`src/rtl/instruction_fetch_unit.sv`:
```
// Single-outstanding instruction fetch stage: PC, imem request/grant/response handshake,
// and a registered instruction presented downstream via valid/ready. Optional FETCH_MISALIGN_TRAP_EN.
module instruction_fetch_unit #(
  parameter int unsigned           ADDR_WIDTH = 64,
  parameter logic [ADDR_WIDTH-1:0] RESET_PC   = '0,
  parameter logic [31:0]           NOP_INSTR  = 32'h0000_0013
) (
  input  logic                  clock,
  input  logic                  resetN,
  output logic                  imemReq,
  output logic [ADDR_WIDTH-1:0] imemAddr,
  input  logic                  imemGrant,
  input  logic                  imemRspValid,
  input  logic [31:0]           imemRspData,
  output logic                  instrValid,
  input  logic                  instrReady,
  output logic [31:0]           instruction,
  output logic [6:0]            opcode,
  output logic [ADDR_WIDTH-1:0] instrPc,
  input  logic                  branchTaken,
  input  logic [ADDR_WIDTH-1:0] branchTarget,
  output logic                  fetchFault
);

  typedef enum logic [2:0] {
    IDLE,
    FETCH,
    WAIT,
    HOLD
`ifdef FETCH_MISALIGN_TRAP_EN
    , FAULT
`endif
  } state_t;

  localparam logic [ADDR_WIDTH-1:0] PC_STEP    = ADDR_WIDTH'(4);
  localparam logic [ADDR_WIDTH-1:0] ALIGN_MASK = ~ADDR_WIDTH'(3);

  state_t                state;
  logic [ADDR_WIDTH-1:0] pc;
  logic [ADDR_WIDTH-1:0] instr_pc_q;
  logic [31:0]           instr_q;
  logic                  valid_q;
  logic                  req_q;
`ifdef FETCH_MISALIGN_TRAP_EN
  logic                  fault_q;
`endif

  always_ff @(posedge clock or negedge resetN) begin
    if (!resetN) begin
      state      <= IDLE;
      pc         <= RESET_PC;
      instr_q    <= NOP_INSTR;
      instr_pc_q <= RESET_PC;
      valid_q    <= 1'b0;
      req_q      <= 1'b0;
`ifdef FETCH_MISALIGN_TRAP_EN
      fault_q    <= 1'b0;
`endif
    end else begin
      case (state)
        IDLE: begin
          state <= FETCH;
          req_q <= 1'b1;
        end
        FETCH: begin
          if (imemGrant) begin
            state <= WAIT;
            req_q <= 1'b0;
          end
        end
        WAIT: begin
          if (imemRspValid) begin
            instr_q    <= imemRspData;
            instr_pc_q <= pc;
            valid_q    <= 1'b1;
            state      <= HOLD;
          end
        end
        HOLD: begin
          if (instrReady) begin
            valid_q <= 1'b0;
`ifdef FETCH_MISALIGN_TRAP_EN
            if (branchTaken && (branchTarget[1:0] != 2'b00)) begin
              fault_q <= 1'b1;
              state   <= FAULT;
            end else begin
              pc    <= branchTaken ? branchTarget : pc + PC_STEP;
              req_q <= 1'b1;
              state <= FETCH;
            end
`else
            // Redirect targets are silently word-aligned when trapping is disabled.
            pc    <= branchTaken ? (branchTarget & ALIGN_MASK) : pc + PC_STEP;
            req_q <= 1'b1;
            state <= FETCH;
`endif
          end
        end
`ifdef FETCH_MISALIGN_TRAP_EN
        FAULT: begin
          state <= FAULT;
        end
`endif
        default: begin
          state <= IDLE;
          req_q <= 1'b0;
        end
      endcase
    end
  end

  assign imemReq     = req_q;
  assign imemAddr    = pc;
  assign instrValid  = valid_q;
  assign instruction = instr_q;
  assign opcode      = instr_q[6:0];
  assign instrPc     = instr_pc_q;
`ifdef FETCH_MISALIGN_TRAP_EN
  assign fetchFault  = fault_q;
`else
  assign fetchFault  = 1'b0;
`endif

endmodule

```
`config.mk`:
```
export PLATFORM = sky130hd
export DESIGN_NAME = instruction_fetch_unit
export DESIGN_NICKNAME = d
export VERILOG_FILES = /design/src/rtl/instruction_fetch_unit.sv
export SDC_FILE = /design/constraint.sdc
export NUM_CORES = 1
export LEC_CHECK = 0
export CAP_MARGIN = 20
export CORE_ASPECT_RATIO = 1.75
export CORE_MARGIN = 1
export CORE_UTILIZATION = 32
export DETAILED_ROUTE_END_ITERATION = 7
export PLACE_DENSITY = 0.6
export SLEW_MARGIN = 20
export SYNTH_ARGS = -nofsm -noshare
export SYNTH_HDL_FRONTEND = slang
export SYNTH_SLANG_ARGS = --single-unit
```
`constraint.sdc`:
```
create_clock -name clock -period 7.5 [get_ports clock]
set_clock_uncertainty 0.2 [all_clocks]
set_input_delay 1.875 -clock clock [delete_from_list [all_inputs] [get_ports clock]]
set_output_delay 1.875 -clock clock [all_outputs]
set_load 0.01 [all_outputs]
```
==> impl_table.tex <==
\begin{tabular}{lr}
\hline
Metric & Value \\
\hline
\multicolumn{2}{l}{\textbf{Critical path}} \\
CP startpoint kind & input port \\
Crit Path Class & input port to flip-flop \\
Worst setup EP type & flip-flop \\
Critical Path, Cell by Cell & buf\_2, inv\_1, buf\_4, nor2\_1, a22o\_1, a21oi\_1, mux2i\_1 \\
Arrival time at the worst endpoint & between 4 and 5 ns \\
Highest fanout seen on the critical path & between 40 and 50 \\
Critical path data required time & around 7.7 ns \\
CP max stage cell & sky130\_fd\_sc\_hd\_\_nor2\_1 \\
Peak per-stage delay on the critical path & between 0.7 and 0.8 ns \\
\multicolumn{2}{l}{\textbf{Route}} \\
Initial DRC count & 462 \\
Via-to-Cell Ratio & 5.38 \\
Via count & about 7400 \\
Residual antenna-violating net count after detailed routing & 0 \\
DRC violations left & 0 \\
Routed length per instance & 20.0 um \\
Total wire length after detailed routing & roughly 27000 um \\
1st-pass router iterations & 5 \\
\multicolumn{2}{l}{\textbf{Power and ir drop}} \\
Worst vdd ir & between 150 and 200 uV \\
Leakage power figure & 0.00461 uW \\
Power per cell area & slightly below 400 mW/mm2 \\
\multicolumn{2}{l}{\textbf{STA}} \\
Max-slew violation count & 0 \\
Share of the clock period used by the worst path after layout & 0.584 \\
Unrepaired setup endpoints after global routing & no \\
Max Freq & between 0.2 and 0.25 GHz \\
Final setup violation count & 0 \\
Slew of the pin with the lowest slew margin & 0.931 ns \\
Total count of hold-check failures in the final report & 0 \\
Final setup TNS & 0 ns \\
Worst slew slack as a fraction of its limit & 0.377 \\
Final Hold Slack & 0.278 ns \\
Clock period minus worst slack & about 4.4 ns \\
\multicolumn{2}{l}{\textbf{Placement}} \\
Weighted congestion reported at the end of routability-driven placement & 0.785 \\
Port Buffers & 264 \\
Detail Placement HPWL & 19400 um \\
\multicolumn{2}{l}{\textbf{Clocking}} \\
Maximum count of clock buffers along a single path & 2 \\
Htree depth & 4 \\
Number of cells upsized or downsized after cts & 0 \\
Clock root buffer master & sky130\_fd\_sc\_hd\_\_clkbuf\_16 \\
Count of buffers added by post-CTS timing repair for setup & 0 \\
Clock sinks & 160 \\
Worst skew pair latency & $\sim$0.46 ns \\
TritonCTS Buffers & 17 \\
Clock transition at the registers of the reported paths & approximately 0.07 ns \\
Clock tree from TritonCTS & yes \\
Hold buffers post-CTS & 0 \\
\multicolumn{2}{l}{\textbf{Synth}} \\
Dominant cells by area after synthesis & sky130\_fd\_sc\_hd\_\_dfrtp\_1 48\%, sky130\_fd\_sc\_hd\_\_mux2\_2 12\%, sky130\_fd\_sc\_hd\_\_o21ai\_0 3.1\% \\
Most used flip-flop cell after synthesis & sky130\_fd\_sc\_hd\_\_dfrtp\_1 \\
Largest family of logic cells by synthesized area & simple AND/OR/NAND/NOR gates \\
Synth unique cells & slightly below 70 \\
Number of synthesis warnings & 0 \\
Count of state elements after synthesis & between 150 and 200 \\
Multiplexer share of the synthesized area & 0.129 \\
Number of flops mapped to enable cells by yosys & 0 \\
Async set-reset flop share out of synthesis & 1.00 \\
Area fraction of the dominant cell type after synthesis & 0.476 \\
Synth area leader & sky130\_fd\_sc\_hd\_\_dfrtp\_1 \\
Xor/xnor cell area share of the yosys netlist & 0 \\
Cell count after synthesis & around 820 \\
Adder-cell share of the synthesized area & 0.00606 \\
Compound-cell area share of the yosys netlist & 0.132 \\
Mapped cell area & 0.00826 mm2 \\
Post-synthesis simple-gate area fraction & 0.198 \\
Syn Area/Cell & between 10 and 15 um2 \\
Sequential-to-total area share from yosys stat & 0.485 \\
\multicolumn{2}{l}{\textbf{GRT}} \\
Largest net degree at the start of global routing & 77 \\
Total routing usage reported by global routing & 0.214 \\
Overflow left after global routing & 0 \\
Number of global-route vias before repair & approximately 7400 \\
Antenna violations before repair & 1 \\
Global-route wire length before repair & 42400 um \\
\multicolumn{2}{l}{\textbf{Min path}} \\
Path type of the worst min-delay path & flip-flop to flip-flop \\
\multicolumn{2}{l}{\textbf{Finish}} \\
Share of cells above drive strength 1 & 0.139 \\
NumNets Final & approximately 1100 \\
Number of filler cells placed in the layout & between 2000 and 2500 \\
Relative area change from synthesis to final layout & 40.4\% \\
\multicolumn{2}{l}{\textbf{Die}} \\
Die Width & around 120 um \\
Count of standard-cell rows & 77 \\
Starting utilization of the core area & 0.326 \\
Number of I/O pins & 272 \\
Floorplan Core Area & approximately 0.025 mm2 \\
Chip height & 214 um \\
DIE AREA & 0.0265 mm2 \\
\multicolumn{2}{l}{\textbf{Outcome}} \\
Status & finished clean \\
\multicolumn{2}{l}{\textbf{Run}} \\
Max-capacitance violation count & 0 \\
\hline
\end{tabular}
-- Yosys cell counts, types with 5 or more instances --
cell / instances
sky130_fd_sc_hd__dfrtp_1: 157
sky130_fd_sc_hd__mux2_2: 90
sky130_fd_sc_hd__nand2_1: 66
sky130_fd_sc_hd__o21ai_0: 51
sky130_fd_sc_hd__a21oi_1: 46
sky130_fd_sc_hd__clkbuf_1: 46
sky130_fd_sc_hd__nor2_1: 38
sky130_fd_sc_hd__nand3_1: 32
sky130_fd_sc_hd__and3_1: 28
sky130_fd_sc_hd__nor3_1: 28
sky130_fd_sc_hd__nand4_1: 26
sky130_fd_sc_hd__inv_1: 19
sky130_fd_sc_hd__and4_1: 15
sky130_fd_sc_hd__buf_4: 13
sky130_fd_sc_hd__nor4_1: 13
sky130_fd_sc_hd__or3_1: 10
sky130_fd_sc_hd__o22ai_1: 8
sky130_fd_sc_hd__buf_2: 7
sky130_fd_sc_hd__o2bb2ai_1: 7
sky130_fd_sc_hd__a211oi_1: 6
sky130_fd_sc_hd__a311oi_1: 6
sky130_fd_sc_hd__a211o_1: 5
sky130_fd_sc_hd__a31oi_1: 5
sky130_fd_sc_hd__nor3b_1: 5
sky130_fd_sc_hd__o311ai_0: 5
sky130_fd_sc_hd__or4_1: 5
-- power breakdown --
group	internal (uW)	total [uW]	leakage (uW)	switching, uW
registers	1260	1720	0.00183	458
clock network	471	844	0.000270	372
logic	1160	2020	0.00251	861
-- cell families after synthesis --
group / after synthesis
AOI/OAI and AO/OA: 171
adders and majority gates: 4
buffers and inverters: 91
DFF: 160
muxes: 95
other: 1
and+or+nand+nor: 293
-- path summary, 6_finish.rpt --
kind | from | to | slack (ns) | cells after the start
max in group asynchronous | resetN | instrPc[6]$_DFFE_PN0P_ | 4.55 | 2
worst max register to register | imemAddr[2]$_DFFE_PN0P_ | imemAddr[52]$_DFFE_PN0P_ | 4.61 | 6
worst min register to register | instrPc[21]$_DFFE_PN0P_ | instrPc[21]$_DFFE_PN0P_ | 0.28 | 2
worst min-delay path | instrPc[21]$_DFFE_PN0P_ | instrPc[21]$_DFFE_PN0P_ | 0.28 | 2
worst max-delay path | branchTaken | imemAddr[53]$_DFFE_PN0P_ | 3.12 | 7
min in group asynchronous | resetN | instrPc[30]$_DFFE_PN0P_ | 1.25 | 1
-- per-stage QoR --
stage	setup WS [ns]	power, uW	instance area, um2	std cells	utilization
after floorplan	4.03	2600	8270	819	-
after global placement	2.64	3740	11000	1334	0.436
after detailed placement	2.69	3780	11000	1334	0.436
after CTS	3.15	4650	11600	1366	0.457
after global routing	2.96	4880	11600	1367	0.457
final	3.12	4590	11600	1367	0.457
-- worst max-delay path: cells and delay by family --
kind	cells	cell delay, ns
compound gates	2	0.34
buf+inv	3	1.41
mux	1	0.13
simple gates	1	0.78
-- routing by layer --
metal / vias up / routed length [um] / GRT usage
met5: - / 0 / 0
met4: 0 / 828 / 0.0992
met3: 34 / 1120 / 0.0383
met2: 206 / 15100 / 0.390
met1: 3655 / 10300 / 0.233
li1: 3465 / - / -
-- placed cells by master (no fill, tap or decap), drive strengths merged, types with 7 or more instances in the layout --
master         count
nor4              16
o22ai              8
dfrtp            157
mux2              91
clkbuf            22
or3               10
o2bb2ai            7
nor3              28
nand4             29
nand3             33
nand2             66
buf                9
nor2              38
a21oi             46
and4              15
inv               19
clkinv             7
and3              28
o21ai             51
clkdlybuf4s50    262
-- layout make-up --
| class | instances | area (um2) | area share |
|---|---|---|---|
| flip-flops and latches | 160 | 4010 | 0.346 |
| multi-input cells | 568 | 3870 | 0.334 |
| repair buffers | 271 | 2690 | 0.232 |
| clock buffers | 22 | 464 | 0.0400 |
| well taps | 316 | 395 | 0.0341 |
| clock inverters | 10 | 87.6 | 0.00756 |
| inverters | 19 | 71.3 | 0.00615 |
| diodes | 1 | 2.50 | 0.000216 |
-- sequential cells by signal, summed over array words and instances (netlist names) --
register / flops
imemAddr: 62
imemReq: 1
instrPc: 62
instrValid: 1
instruction: 32
state: 2
No activity file was read; power rests on OpenSTA's default activity.
